==> config.mk <==
export PLATFORM = sky130hd
export DESIGN_NAME = uart_rx
export DESIGN_NICKNAME = d
export VERILOG_FILES = /design/src/rtl/uart_pkg.sv /design/src/rtl/sync_bit.sv /design/src/rtl/uart_rx.sv
export SDC_FILE = /design/constraint.sdc
export NUM_CORES = 1
export LEC_CHECK = 0
export BUFFER_PORTS_ARGS = -buffer_cell sky130_fd_sc_hd__buf_2
export CORE_MARGIN = 3
export CORE_UTILIZATION = 45
export DETAILED_ROUTE_END_ITERATION = 7
export GPL_ROUTABILITY_DRIVEN = 0
export PLACE_DENSITY_LB_ADDON = 0.25
export SYNTH_ARGS = -nofsm -noshare
export SYNTH_HDL_FRONTEND = slang
export SYNTH_SLANG_ARGS = --single-unit
==> constraint.sdc <==
create_clock -name clk -period 2.2 [get_ports clk]
set_input_delay 0.55 -clock clk [delete_from_list [all_inputs] [get_ports clk]]
set_output_delay 0.55 -clock clk [all_outputs]
set_load 0.02 [all_outputs]
==> src/rtl/uart_pkg.sv <==
// Shared UART constants: data width and receiver state encodings.
// uart_tx uses UART_DATA_BITS from this package as well.
package uart_pkg;

    localparam int UART_DATA_BITS = 8;

    localparam logic [2:0] ST_IDLE   = 3'd0;
    localparam logic [2:0] ST_START  = 3'd1;
    localparam logic [2:0] ST_DATA   = 3'd2;
    localparam logic [2:0] ST_PARITY = 3'd3;
    localparam logic [2:0] ST_STOP   = 3'd4;
    localparam logic [2:0] ST_BREAK  = 3'd5;

    typedef enum logic [2:0] {
        IDLE   = ST_IDLE,
        START  = ST_START,
        DATA   = ST_DATA,
        PARITY = ST_PARITY,
        STOP   = ST_STOP,
        BREAK  = ST_BREAK
    } rx_state_t;

    // Even parity holds when the data bits plus the parity bit contain an even number of ones.
    function automatic logic even_parity_ok(input logic [UART_DATA_BITS-1:0] data, input logic par);
        return ~(^{data, par});
    endfunction

endpackage

==> src/rtl/sync_bit.sv <==
// Multi-flop synchronizer for a single asynchronous bit; resets to 1 (idle line level).
module sync_bit #(
    parameter int STAGES = 2
) (
    input  logic clk,
    input  logic rst,
    input  logic i_d,
    output logic o_q
);

    logic [STAGES-1:0] r_chain;

    always_ff @(posedge clk) begin
        if (rst) begin
            r_chain <= '1;
        end else begin
            r_chain <= {r_chain[STAGES-2:0], i_d};
        end
    end

    assign o_q = r_chain[STAGES-1];

endmodule

==> src/rtl/uart_rx.sv <==
// 8-bit LSB-first UART receiver with mid-bit sampling and a valid/ready holding register.
// Optional even-parity support is enabled by defining UART_RX_PARITY_EN.
module uart_rx
    import uart_pkg::*;
#(
    parameter int CLKS_PER_BIT = 87,
    parameter int SYNC_STAGES  = 2
) (
    input  logic                      clk,
    input  logic                      rst,
    input  logic                      uart_rxd,
    output logic [UART_DATA_BITS-1:0] uart_rx_data,
    output logic                      uart_rx_valid,
    input  logic                      uart_rx_ready,
    output logic                      uart_rx_busy,
    output logic                      uart_rx_frame_err,
    output logic                      uart_rx_overrun,
    output logic                      uart_rx_parity_err
);

    localparam int HALF = CLKS_PER_BIT / 2;
    localparam int CW   = $clog2(CLKS_PER_BIT);
    localparam logic [CW-1:0] CNT_LAST = CW'(CLKS_PER_BIT - 1);
    localparam logic [CW-1:0] CNT_MID  = CW'(HALF - 1);

    logic                      w_rxd_s;
    rx_state_t                 r_state,       w_state_nx;
    logic [CW-1:0]             r_cnt,         w_cnt_nx;
    logic [2:0]                r_bit_idx,     w_bit_idx_nx;
    logic [UART_DATA_BITS-1:0] r_shreg,       w_shreg_nx;
    logic                      r_deliver,     w_deliver_nx;
    logic                      r_frame_err,   w_frame_err_nx;
    logic [UART_DATA_BITS-1:0] r_data;
    logic                      r_valid;
    logic                      r_overrun;
`ifdef UART_RX_PARITY_EN
    logic                      r_parity,      w_parity_nx;
    logic                      r_parity_err,  w_parity_err_nx;
`endif

    sync_bit #(
        .STAGES (SYNC_STAGES)
    ) u_sync_rxd (
        .clk (clk),
        .rst (rst),
        .i_d (uart_rxd),
        .o_q (w_rxd_s)
    );

    always_ff @(posedge clk) begin
        if (rst) begin
            r_state     <= IDLE;
            r_cnt       <= '0;
            r_bit_idx   <= '0;
            r_shreg     <= '0;
            r_deliver   <= 1'b0;
            r_frame_err <= 1'b0;
`ifdef UART_RX_PARITY_EN
            r_parity     <= 1'b0;
            r_parity_err <= 1'b0;
`endif
        end else begin
            r_state     <= w_state_nx;
            r_cnt       <= w_cnt_nx;
            r_bit_idx   <= w_bit_idx_nx;
            r_shreg     <= w_shreg_nx;
            r_deliver   <= w_deliver_nx;
            r_frame_err <= w_frame_err_nx;
`ifdef UART_RX_PARITY_EN
            r_parity     <= w_parity_nx;
            r_parity_err <= w_parity_err_nx;
`endif
        end
    end

    always_comb begin
        w_state_nx     = r_state;
        w_cnt_nx       = r_cnt;
        w_bit_idx_nx   = r_bit_idx;
        w_shreg_nx     = r_shreg;
        w_deliver_nx   = 1'b0;
        w_frame_err_nx = 1'b0;
`ifdef UART_RX_PARITY_EN
        w_parity_nx     = r_parity;
        w_parity_err_nx = 1'b0;
`endif
        case (r_state)
            IDLE: begin
                if (!w_rxd_s) begin
                    w_state_nx = START;
                    w_cnt_nx   = '0;
                end
            end
            START: begin
                if (r_cnt == CNT_MID) begin
                    w_cnt_nx     = '0;
                    w_bit_idx_nx = '0;
                    w_state_nx   = w_rxd_s ? IDLE : DATA;
                end else begin
                    w_cnt_nx = r_cnt + 1'b1;
                end
            end
            DATA: begin
                if (r_cnt == CNT_LAST) begin
                    w_cnt_nx              = '0;
                    w_shreg_nx[r_bit_idx] = w_rxd_s;
                    w_bit_idx_nx          = r_bit_idx + 1'b1;
                    if (r_bit_idx == 3'd7) begin
`ifdef UART_RX_PARITY_EN
                        w_state_nx = PARITY;
`else
                        w_state_nx = STOP;
`endif
                    end
                end else begin
                    w_cnt_nx = r_cnt + 1'b1;
                end
            end
`ifdef UART_RX_PARITY_EN
            PARITY: begin
                if (r_cnt == CNT_LAST) begin
                    w_cnt_nx    = '0;
                    w_parity_nx = w_rxd_s;
                    w_state_nx  = STOP;
                end else begin
                    w_cnt_nx = r_cnt + 1'b1;
                end
            end
`endif
            // The trailing half stop bit is skipped so a back-to-back start edge is not missed.
            STOP: begin
                if (r_cnt == CNT_LAST) begin
                    w_cnt_nx = '0;
                    if (!w_rxd_s) begin
                        w_frame_err_nx = 1'b1;
                        w_state_nx     = BREAK;
                    end
`ifdef UART_RX_PARITY_EN
                    else if (!even_parity_ok(r_shreg, r_parity)) begin
                        w_parity_err_nx = 1'b1;
                        w_state_nx      = IDLE;
                    end
`endif
                    else begin
                        w_deliver_nx = 1'b1;
                        w_state_nx   = IDLE;
                    end
                end else begin
                    w_cnt_nx = r_cnt + 1'b1;
                end
            end
            BREAK: begin
                if (w_rxd_s) begin
                    w_state_nx = IDLE;
                end
            end
            default: begin
                w_state_nx = IDLE;
            end
        endcase
    end

    // A finished byte lands in the holding register unless an unread byte is still waiting.
    always_ff @(posedge clk) begin
        if (rst) begin
            r_data    <= '0;
            r_valid   <= 1'b0;
            r_overrun <= 1'b0;
        end else begin
            r_overrun <= 1'b0;
            if (r_deliver) begin
                if (!r_valid || uart_rx_ready) begin
                    r_data  <= r_shreg;
                    r_valid <= 1'b1;
                end else begin
                    r_overrun <= 1'b1;
                end
            end else if (r_valid && uart_rx_ready) begin
                r_valid <= 1'b0;
            end
        end
    end

    assign uart_rx_data      = r_data;
    assign uart_rx_valid     = r_valid;
    assign uart_rx_busy      = (r_state != IDLE);
    assign uart_rx_frame_err = r_frame_err;
    assign uart_rx_overrun   = r_overrun;
`ifdef UART_RX_PARITY_EN
    assign uart_rx_parity_err = r_parity_err;
`else
    assign uart_rx_parity_err = 1'b0;
`endif

endmodule

==> impl_results.md, run 1 <==
- Die height: 66.6 um
- Post-DP HPWL: 2080 um
- Largest net degree at the start of global routing: 30
- First-pass GRT wire length: 5140 um
- Fin. max-slew vios: 0
- Synth top area share: between 40% and 50%
- Fmax achieved: roughly 520 MHz
- # fillers: 336
- Starting Density: 48.1%
- Met2 wire length: 1420 um
- Crit. End Element: output pin
- DRT Pass-1 Iters: 4
- Reg power frac: 51.3%
- Die width: 66.6 um
- Clock Tree Root: clkbuf_8
- Clock Skew: 10.1 ps
- Class of the worst hold path: reg -> reg
- Logic pwr share: 2.8%
- Core ar.: around 0.0034 mm2
- Status: finished clean
- Initial antenna violation count: 0
- Arrival time worst endpoint: 1380 ps
- Final hold violations: 0
- Post-synthesis net count: 190
- Global route total overflow: 0
- Antenna diodes: 0
- XOR/XNOR Fraction of Synth Area: 3.71%
- Async SR Flop Fraction: 0%
- Synth area leaders: dfxtp_1 (42%), mux2i_1 (10%), nor2_1 (7.7%)
- Num rows: 21
- Buffers added on ports: 15
- CP Class: reg -> out
- Actual slew at the worst max-slew pin: 608 ps
- Worst-path clk slew: roughly 80 ps
- Post-synthesis adder-cell area fraction: 3.03%
- Mux cell area share after synthesis: 10.3%
- Met1 WL: 1340 um
- Vias in the first global route: approximately 1200
- CTS tree: done
- Final Cycle Share: between 80 and 90%
- Max Buffers Root-to-Sink: 2
- Die area: 0.00444 mm2
- Post-synthesis cell type count: 43
- Compound-Gate Fraction of Synth Area: 9.38%
- Nets: 201
- Internal Pwr Total: 986 uW
- Share of layout cells above drive strength 1: 16.0%
- Routed wl met3: 180 um
- Required @ worst endpoint: 1650 ps
- Routed vias/inst: 5.50
- Sw Ratio: 21.3%
- Synthesized instance count: 182
- Post-route minimum period: approximately 1900 ps
- Worst vdd ir: 417 uV
- LEAKAGE: 0.847 nW
- # setup viols final: 0
- DR WL/cell: between 10 and 15 um
- Setup bufs post-CTS: 0
- CTS Buf Count: 5
- Post-Route Setup TNS: 0 ps
- Hold_buf cts: 0
- WHS: 420 ps
- CP max FO: 11
- Num Clock Sinks: 35
- Combinational family with the most area after synthesis: simple AND/OR/NAND/NOR gates
- #FFs+latches synth: 35
- DRT Wirelength: 3010 um
- # resized after CTS: 0
- Syn-to-layout area delta: 12.0%
- Gr usage total: between 15 and 20%
- DRC Markers: 0
- Post-synth EDFFs: 0
- Via Count: 1319
- Synth Area in Simple Gates: 26.3%
- RSZ-0062 raised after global routing: false
- Routed Antenna Nets: 0
- Post-synthesis area per instance: 9.09 um2
- YS warnings: 0
- Multi-input gate area: 876 um2
- Mapped Area: approximately 0.0017 mm2
- DRT iter0 DRCs: 76
- Sequential share of the synthesized area: 42.4%
- Maxcap violations: 0
- P_sw: 266 uW
- Most used DFF post-synth: dfxtp_1
- IO Count: 17
- Cell Pwr Density: between 600 and 700 mW/mm2
- Worst rel slew slack: 59.4%
- Clock Power Share: between 40% and 50%
- Post-synth top area cell: dfxtp_1
- Kind of start point of the critical path: flip-flop
- Highest Signal Layer: met4
- Register area: between 700 and 800 um2
- Skew-Pair Late Insertion Delay: 290 ps
- H-Tree Depth: 2
[layout by cell type, fill, tap and decap left out, types with 2 or more instances in the layout]
cell / instances
a21oi_1: 7
buf_2: 15
clkbuf_8: 5
mux2i_1: 17
or2_2: 2
nand3_1: 6
nand3b_1: 2
nor2_1: 34
and2_1: 2
o22a_1: 2
and3_1: 2
nand2_1: 10
nand4bb_1: 2
dfxtp_1: 35
xnor2_1: 2
inv_1: 6
nand4b_1: 2
a211o_1: 2
xor2_1: 5
nand4_1: 7
ha_1: 4
[registers in the layout, summed over array words and instances (netlist names)]
register and flops:
r_bit_idx 3, uart_rx_overrun 1, u_sync_rxd.r_chain 2, r_state 3, uart_rx_data 8, uart_rx_valid 1
r_shreg 8, r_cnt 7, r_deliver 1, uart_rx_frame_err 1
[layer usage]
layer,track usage [%],vias up
met5,0,-
met4,9.14,0
met3,4.55,5
met2,24.9,32
met1,17.8,629
li1,-,653
[power by group through the flow]
stage / sequential [mW] / clock (mW) / combinational, mW
finish: 0.643 / 0.574 / 0.0352
global route: 0.644 / 0.610 / 0.0399
CTS: 0.643 / 0.589 / 0.0354
detailed placement: 0.657 / 0 / 0.0349
global placement: 0.657 / 0 / 0.0341
floorplan: 0.653 / 0 / 0.0325
[layout make-up]
class	instances	share of cell area [%]
Inverter	6	1.22
Multi-Input combinational cell	129	47.3
Clock inverter	3	2.36
Clock buffer	5	3.72
Sequential cell	35	37.8
Tap cell	46	3.11
Timing Repair Buffer	16	4.46
[critical path: stages (launching register included)]
cell,delay [ps]
dfxtp_1,340
buf_4,180
or3_1,400
buf_2,180
[cells by family (layout without fill, tap and decap cells)]
logic type | count (synthesis) | after routing
xor+xnor | 7 | 7
fa+ha+maj | 4 | 4
compound gates | 21 | 21
flops | 35 | 35
simple gates | 79 | 79
mux | 17 | 17
buf+inv | 18 | 30
other cells | 1 | 1
[final timing paths]
path                         start                     to  slack, ps  depth (start not counted)
min          u_sync_rxd.r_chain[0]  u_sync_rxd.r_chain[1]        420                          1
max reg2reg             r_state[2]             r_shreg[5]        360                          5
min reg2reg  u_sync_rxd.r_chain[0]  u_sync_rxd.r_chain[1]        420                          1
max                     r_state[1]           uart_rx_busy        270                          3
[Yosys cell counts, types with 2 or more instances]
| cell | number |
|---|---|
| a211o_1 | 2 |
| a21oi_1 | 7 |
| and2_1 | 2 |
| and3_1 | 2 |
| buf_2 | 5 |
| clkbuf_1 | 6 |
| dfxtp_1 | 35 |
| ha_1 | 4 |
| inv_1 | 6 |
| mux2i_1 | 17 |
| nand2_1 | 10 |
| nand3_1 | 6 |
| nand3b_1 | 2 |
| nand4_1 | 7 |
| nand4b_1 | 2 |
| nand4bb_1 | 2 |
| nor2_1 | 34 |
| o22a_1 | 2 |
| or2_2 | 2 |
| xnor2_1 | 2 |
| xor2_1 | 5 |
[metrics by stage]
stage	instances	setup WS [ps]	util [%]	instance area [um2]	total power [mW]
finish	240	266	53.8	1850	1.25
global route	240	210	53.8	1850	1.29
CTS	240	256	53.8	1850	1.27
detailed placement	232	384	50.5	1740	0.692
global placement	232	392	50.5	1740	0.691
floorplan	182	608	-	1650	0.685
No activity file was read; power rests on OpenSTA's default activity.
==> run 2, diff against run 1 <==
--- a/config.mk
+++ b/config.mk
@@ -7,7 +7,7 @@
 export LEC_CHECK = 0
 export BUFFER_PORTS_ARGS = -buffer_cell sky130_fd_sc_hd__buf_2
 export CORE_MARGIN = 3
-export CORE_UTILIZATION = 45
+export CORE_UTILIZATION = 57
 export DETAILED_ROUTE_END_ITERATION = 7
 export GPL_ROUTABILITY_DRIVEN = 0
 export PLACE_DENSITY_LB_ADDON = 0.25
==> impl_results.md, run 2 (synthesized netlist as in run 1, its figures left out) <==
- Status: finished clean
- Kind of start point of the critical path: flip-flop
- Logic pwr share: 2.8%
- Final Cycle Share: about nine tenths
- Post-Route Setup TNS: 0 ps
- Pre-CTS setup slack: 360 ps
- WHS: 396 ps
- # resized after CTS: 0
- Die width: around 60 um
- Hold_buf cts: 0
- Reg power frac: 51.5%
- Die area: approximately 0.0036 mm2
- Initial antenna violation count: 0
- Fin. max-slew vios: 0
- RSZ-0062 raised after global routing: false
- Maxcap violations: 0
- DRT iter0 DRCs: 88
- Hold_sp: uart_rxd
- Via Count: between 1000 and 1500
- Starting Density: a little over three fifths
- Buffers added on ports: 15
- Nets: 201
- Syn-to-layout area delta: 10.1%
- CTS tree: done
- LEAKAGE: 0.841 nW
- Routed vias/inst: 5.74
- Routed Antenna Nets: 0
- Class of the worst hold path: in -> reg
- Gr usage total: between 10% and 20%
- Post-route minimum period: 1970 ps
- Die height: between 50 and 60 um
- Worst vdd ir: 869 uV
- Actual slew at the worst max-slew pin: 623 ps
- Largest net degree at the start of global routing: 30
- First-pass GRT wire length: 5380 um
- CP max FO: 11
- Antenna diodes: 0
- Arrival time worst endpoint: roughly 1400 ps
- Share of layout cells above drive strength 1: about 15%
- Post-DP HPWL: between 2000 and 2500 um
- Final Cell Area: 0.00182 mm2
- Worst rel slew slack: 58.4%
- CP startpoint: r_state[1]
- Setup bufs post-CTS: 0
- Clock Tree Root: clkbuf_4
- Vias in the first global route: between 1000 and 1500
- Cell Pwr Density: between 600 and 700 mW/mm2
- IO Count: 17
- Post-Place Cell Area: about 0.0017 mm2
- Fmax achieved: 509 MHz
- H-Tree Depth: 2
- Core ar.: approximately 0.0026 mm2
- R2r startpoint: r_state[2]
- Final hold violations: 0
- Required @ worst endpoint: 1650 ps
- Num Clock Sinks: 35
- Crit. End Element: output pin
- Clock Skew: 13.5 ps
- Setup WS post-layout: ~230 ps
- DRT Wirelength: 2990 um
- Sw Ratio: between 10% and 20%
- Max Buffers Root-to-Sink: 2
- R2R setup slack: 330 ps
- Commonest non-fill, non-tap cell in the layout: dfxtp_1
- DRC Markers: 0
- # setup viols final: 0
- Worst-path clk slew: 100 ps
- DRT Pass-1 Iters: 4
- Most frequent cells in the layout: dfxtp_1 (35), nor2_1 (34), mux2i_1 (17)
- CTS Buf Count: 5
- CP Class: reg -> out
- Total Power: around 1.2 mW
- Num rows: 18
- Skew-Pair Late Insertion Delay: 340 ps
- Internal Pwr Total: 1.00 mW
- DR WL/cell: 13.4 um
- P_sw: 244 uW
- Clock Power Share: 45.7%
- Global route total overflow: 0
-- run 2: final cells by class --
class | instances | area (um2)
Timing Repair Buffer | 16 | 82.6
Sequential cell | 35 | 701
Clock inverter | 2 | 60.1
Multi-Input combinational cell | 129 | 876
Fill cell | 216 | 792
Inverter | 6 | 22.5
Tap cell | 30 | 37.5
Clock buffer | 6 | 41.3
-- run 2: metrics by stage --
| stage | cells | utilization [%] |
|---|---|---|
| 2_1_floorplan | 182 | - |
| 3_3_place_gp | 216 | 65.8 |
| 3_5_place_dp | 216 | 65.8 |
| 4_1_cts | 224 | 69.7 |
| 5_1_grt | 224 | 69.7 |
| 6_report | 224 | 69.7 |
-- run 2: critical path, cell delays in order, from the launching register on --
cell and delay, ps:
dfxtp_1 350, buf_4 180, or3_1 390, buf_2 170
-- run 2: worst paths after layout --
kind	end	depth (start not counted)
worst min register to register	u_sync_rxd.r_chain[1]	1
worst max-delay path	uart_rx_busy	3
worst min-delay path	u_sync_rxd.r_chain[0]	2
worst max register to register	r_shreg[5]	5
-- run 2: layer usage --
layer  up-vias  routed length [um]  track usage [%]
met5         -                   0                0
met4         0                  58             7.91
met1       599                1440             25.4
met2        21                1380             31.3
met3         9                 118             5.83
li1        656                   -                -
-- run 2: power by group through the flow --
stage | logic, mW | registers [mW] | clock network, mW
floorplan | 0.0325 | 0.653 | 0
global placement | 0.0338 | 0.657 | 0
detailed placement | 0.0343 | 0.657 | 0
CTS | 0.0347 | 0.643 | 0.584
global route | 0.0390 | 0.644 | 0.616
finish | 0.0347 | 0.643 | 0.570
==> run 3, diff against run 2 <==
--- a/config.mk
+++ b/config.mk
@@ -7,7 +7,7 @@
 export LEC_CHECK = 0
 export BUFFER_PORTS_ARGS = -buffer_cell sky130_fd_sc_hd__buf_2
 export CORE_MARGIN = 3
-export CORE_UTILIZATION = 57
+export CORE_UTILIZATION = 50
 export DETAILED_ROUTE_END_ITERATION = 7
 export GPL_ROUTABILITY_DRIVEN = 0
 export PLACE_DENSITY_LB_ADDON = 0.25
==> impl_results.md, run 3 (synthesized netlist as in run 1, its figures left out) <==
- CTS Buf Count: 5
- Vias in the first global route: 1141
- Routed vias/inst: between 5 and 6
- # placed instances: 231
- DR WL/cell: 12.4 um
- Class of the worst hold path: in -> reg
- R2r startpoint: r_state[2]
- Die width: 63.5 um
- Cell Pwr Density: roughly 560 mW/mm2
- Worst-path clk slew: 100 ps
- CP max FO: 11
- # setup viols final: 0
- Actual slew at the worst max-slew pin: 543 ps
- Fin. max-slew vios: 0
- # fillers: 302
- Hold_sp: uart_rxd
- Worst rel slew slack: 63.8%
- Global route total overflow: 0
- H-Tree Depth: 2
- Clock Skew: 8.99 ps
- Num Clock Sinks: 35
- Final hold violations: 0
- Met3 Track Usage GR: 4.28%
- Buffers added on ports: 15
- Syn-to-layout area delta: 8.70%
- Layout Utilization: 57.9%
- DRT Pass-1 Iters: 4
- Initial antenna violation count: 0
- DRT iter0 DRCs: 110
- Arrival time worst endpoint: 1420 ps
- Post-route minimum period: 1970 ps
- CP Class: reg -> out
- DRC Markers: 0
- Post-DP HPWL: 2100 um
- Starting Density: 53.3%
- Skew-Pair Late Insertion Delay: 350 ps
- LEAKAGE: 0.821 nW
- Worst vdd ir: 317 uV
- First-pass GRT wire length: 5150 um
- Clock Tree Root: clkbuf_4
- Most frequent cells in the layout: dfxtp_1 (35), nor2_1 (34), mux2i_1 (17)
- Commonest non-fill, non-tap cell in the layout: dfxtp_1
- Share of layout cells above drive strength 1: 15.9%
- Crit. End Element: output pin
- DRT Wirelength: 2960 um
- Kind of start point of the critical path: flip-flop
- RSZ-0062 raised after global routing: false
- GR Util met1: 20.6%
- CP startpoint: r_state[1]
- CTS tree: done
- # resized after CTS: 0
- Layout Cells excl Fill: 239
- Die area: 0.00403 mm2
- Gr usage total: between 15 and 20%
- Final Cycle Share: 89.5%
- Core ar.: a little over 0.003 mm2
- Antenna diodes: 0
- Post-Route Setup TNS: 0 ps
- Setup bufs post-CTS: 0
- Nets: 202
- Hold_buf cts: 0
- Maxcap violations: 0
- GR Layer Usage met2: 25.3%
- Via Count: 1271
- Required @ worst endpoint: 1650 ps
- Status: finished clean
- Largest net degree at the start of global routing: 30
- Max Buffers Root-to-Sink: 2
- Die height: 63.5 um
- Routed Antenna Nets: 0
- Gr busiest metal: met2
- Num rows: 20
- Fmax achieved: 508 MHz
- IO Count: 17
[run 3: cell types whose count changed in the layout (fill, tap and decap cells not counted), sizes merged]
cell      delta
clkinv       +1
clkinvlp     +1
buf          +1
bufinv       -2
[run 3: worst max-delay path, stage by stage, from the launching register on]
cell	delay, ps
dfxtp_1	350
buf_4	180
or3_1	380
buf_2	170
[run 3: through the flow]
stage | power (mW) | hold WS [ps] | cell area [um2] | setup slack, ps
global placement | 0.693 | 401 | 1740 | 410
detailed placement | 0.693 | 399 | 1740 | 387
CTS | 1.03 | 384 | 1800 | 220
finish | 1.02 | 385 | 1800 | 231
global route | 1.06 | 384 | 1800 | 173
floorplan | 0.685 | 389 | 1650 | 608
[run 3: worst paths after layout]
check | slack (ps) | to | depth (start not counted)
worst max register to register | 370 | r_shreg[5] | 5
worst min-delay path | 380 | u_sync_rxd.r_chain[0] | 2
worst max-delay path | 230 | uart_rx_busy | 3
worst min register to register | 430 | u_sync_rxd.r_chain[1] | 1
[run 3: layer usage]
metal  part of all wire (%)  vias to the layer above
met4                    2.0                        0
met2                     45                       27
met3                    4.1                        7
met5                      0                        -
li1                       -                      655
met1                     49                      582
[run 3: where the power goes]
part / leakage, nW / switching (mW) / internal (mW)
combinational: 0.511 / 0.0258 / 0.0130
clock: 0.0282 / 0.213 / 0.123
sequential: 0.282 / 0.00358 / 0.636
total: 0.821 / 0.243 / 0.773
[run 3: final cells by class]
cell class	count	area [um2]	area share (%)
multi-input combinational	129	876	48.7
sequential	35	701	39.0
timing repair buffer	17	90.1	5.01
tap	44	55.1	3.06
clock buffer	6	41.3	2.30
inverter	6	22.5	1.25
clock inverter	2	12.5	0.696
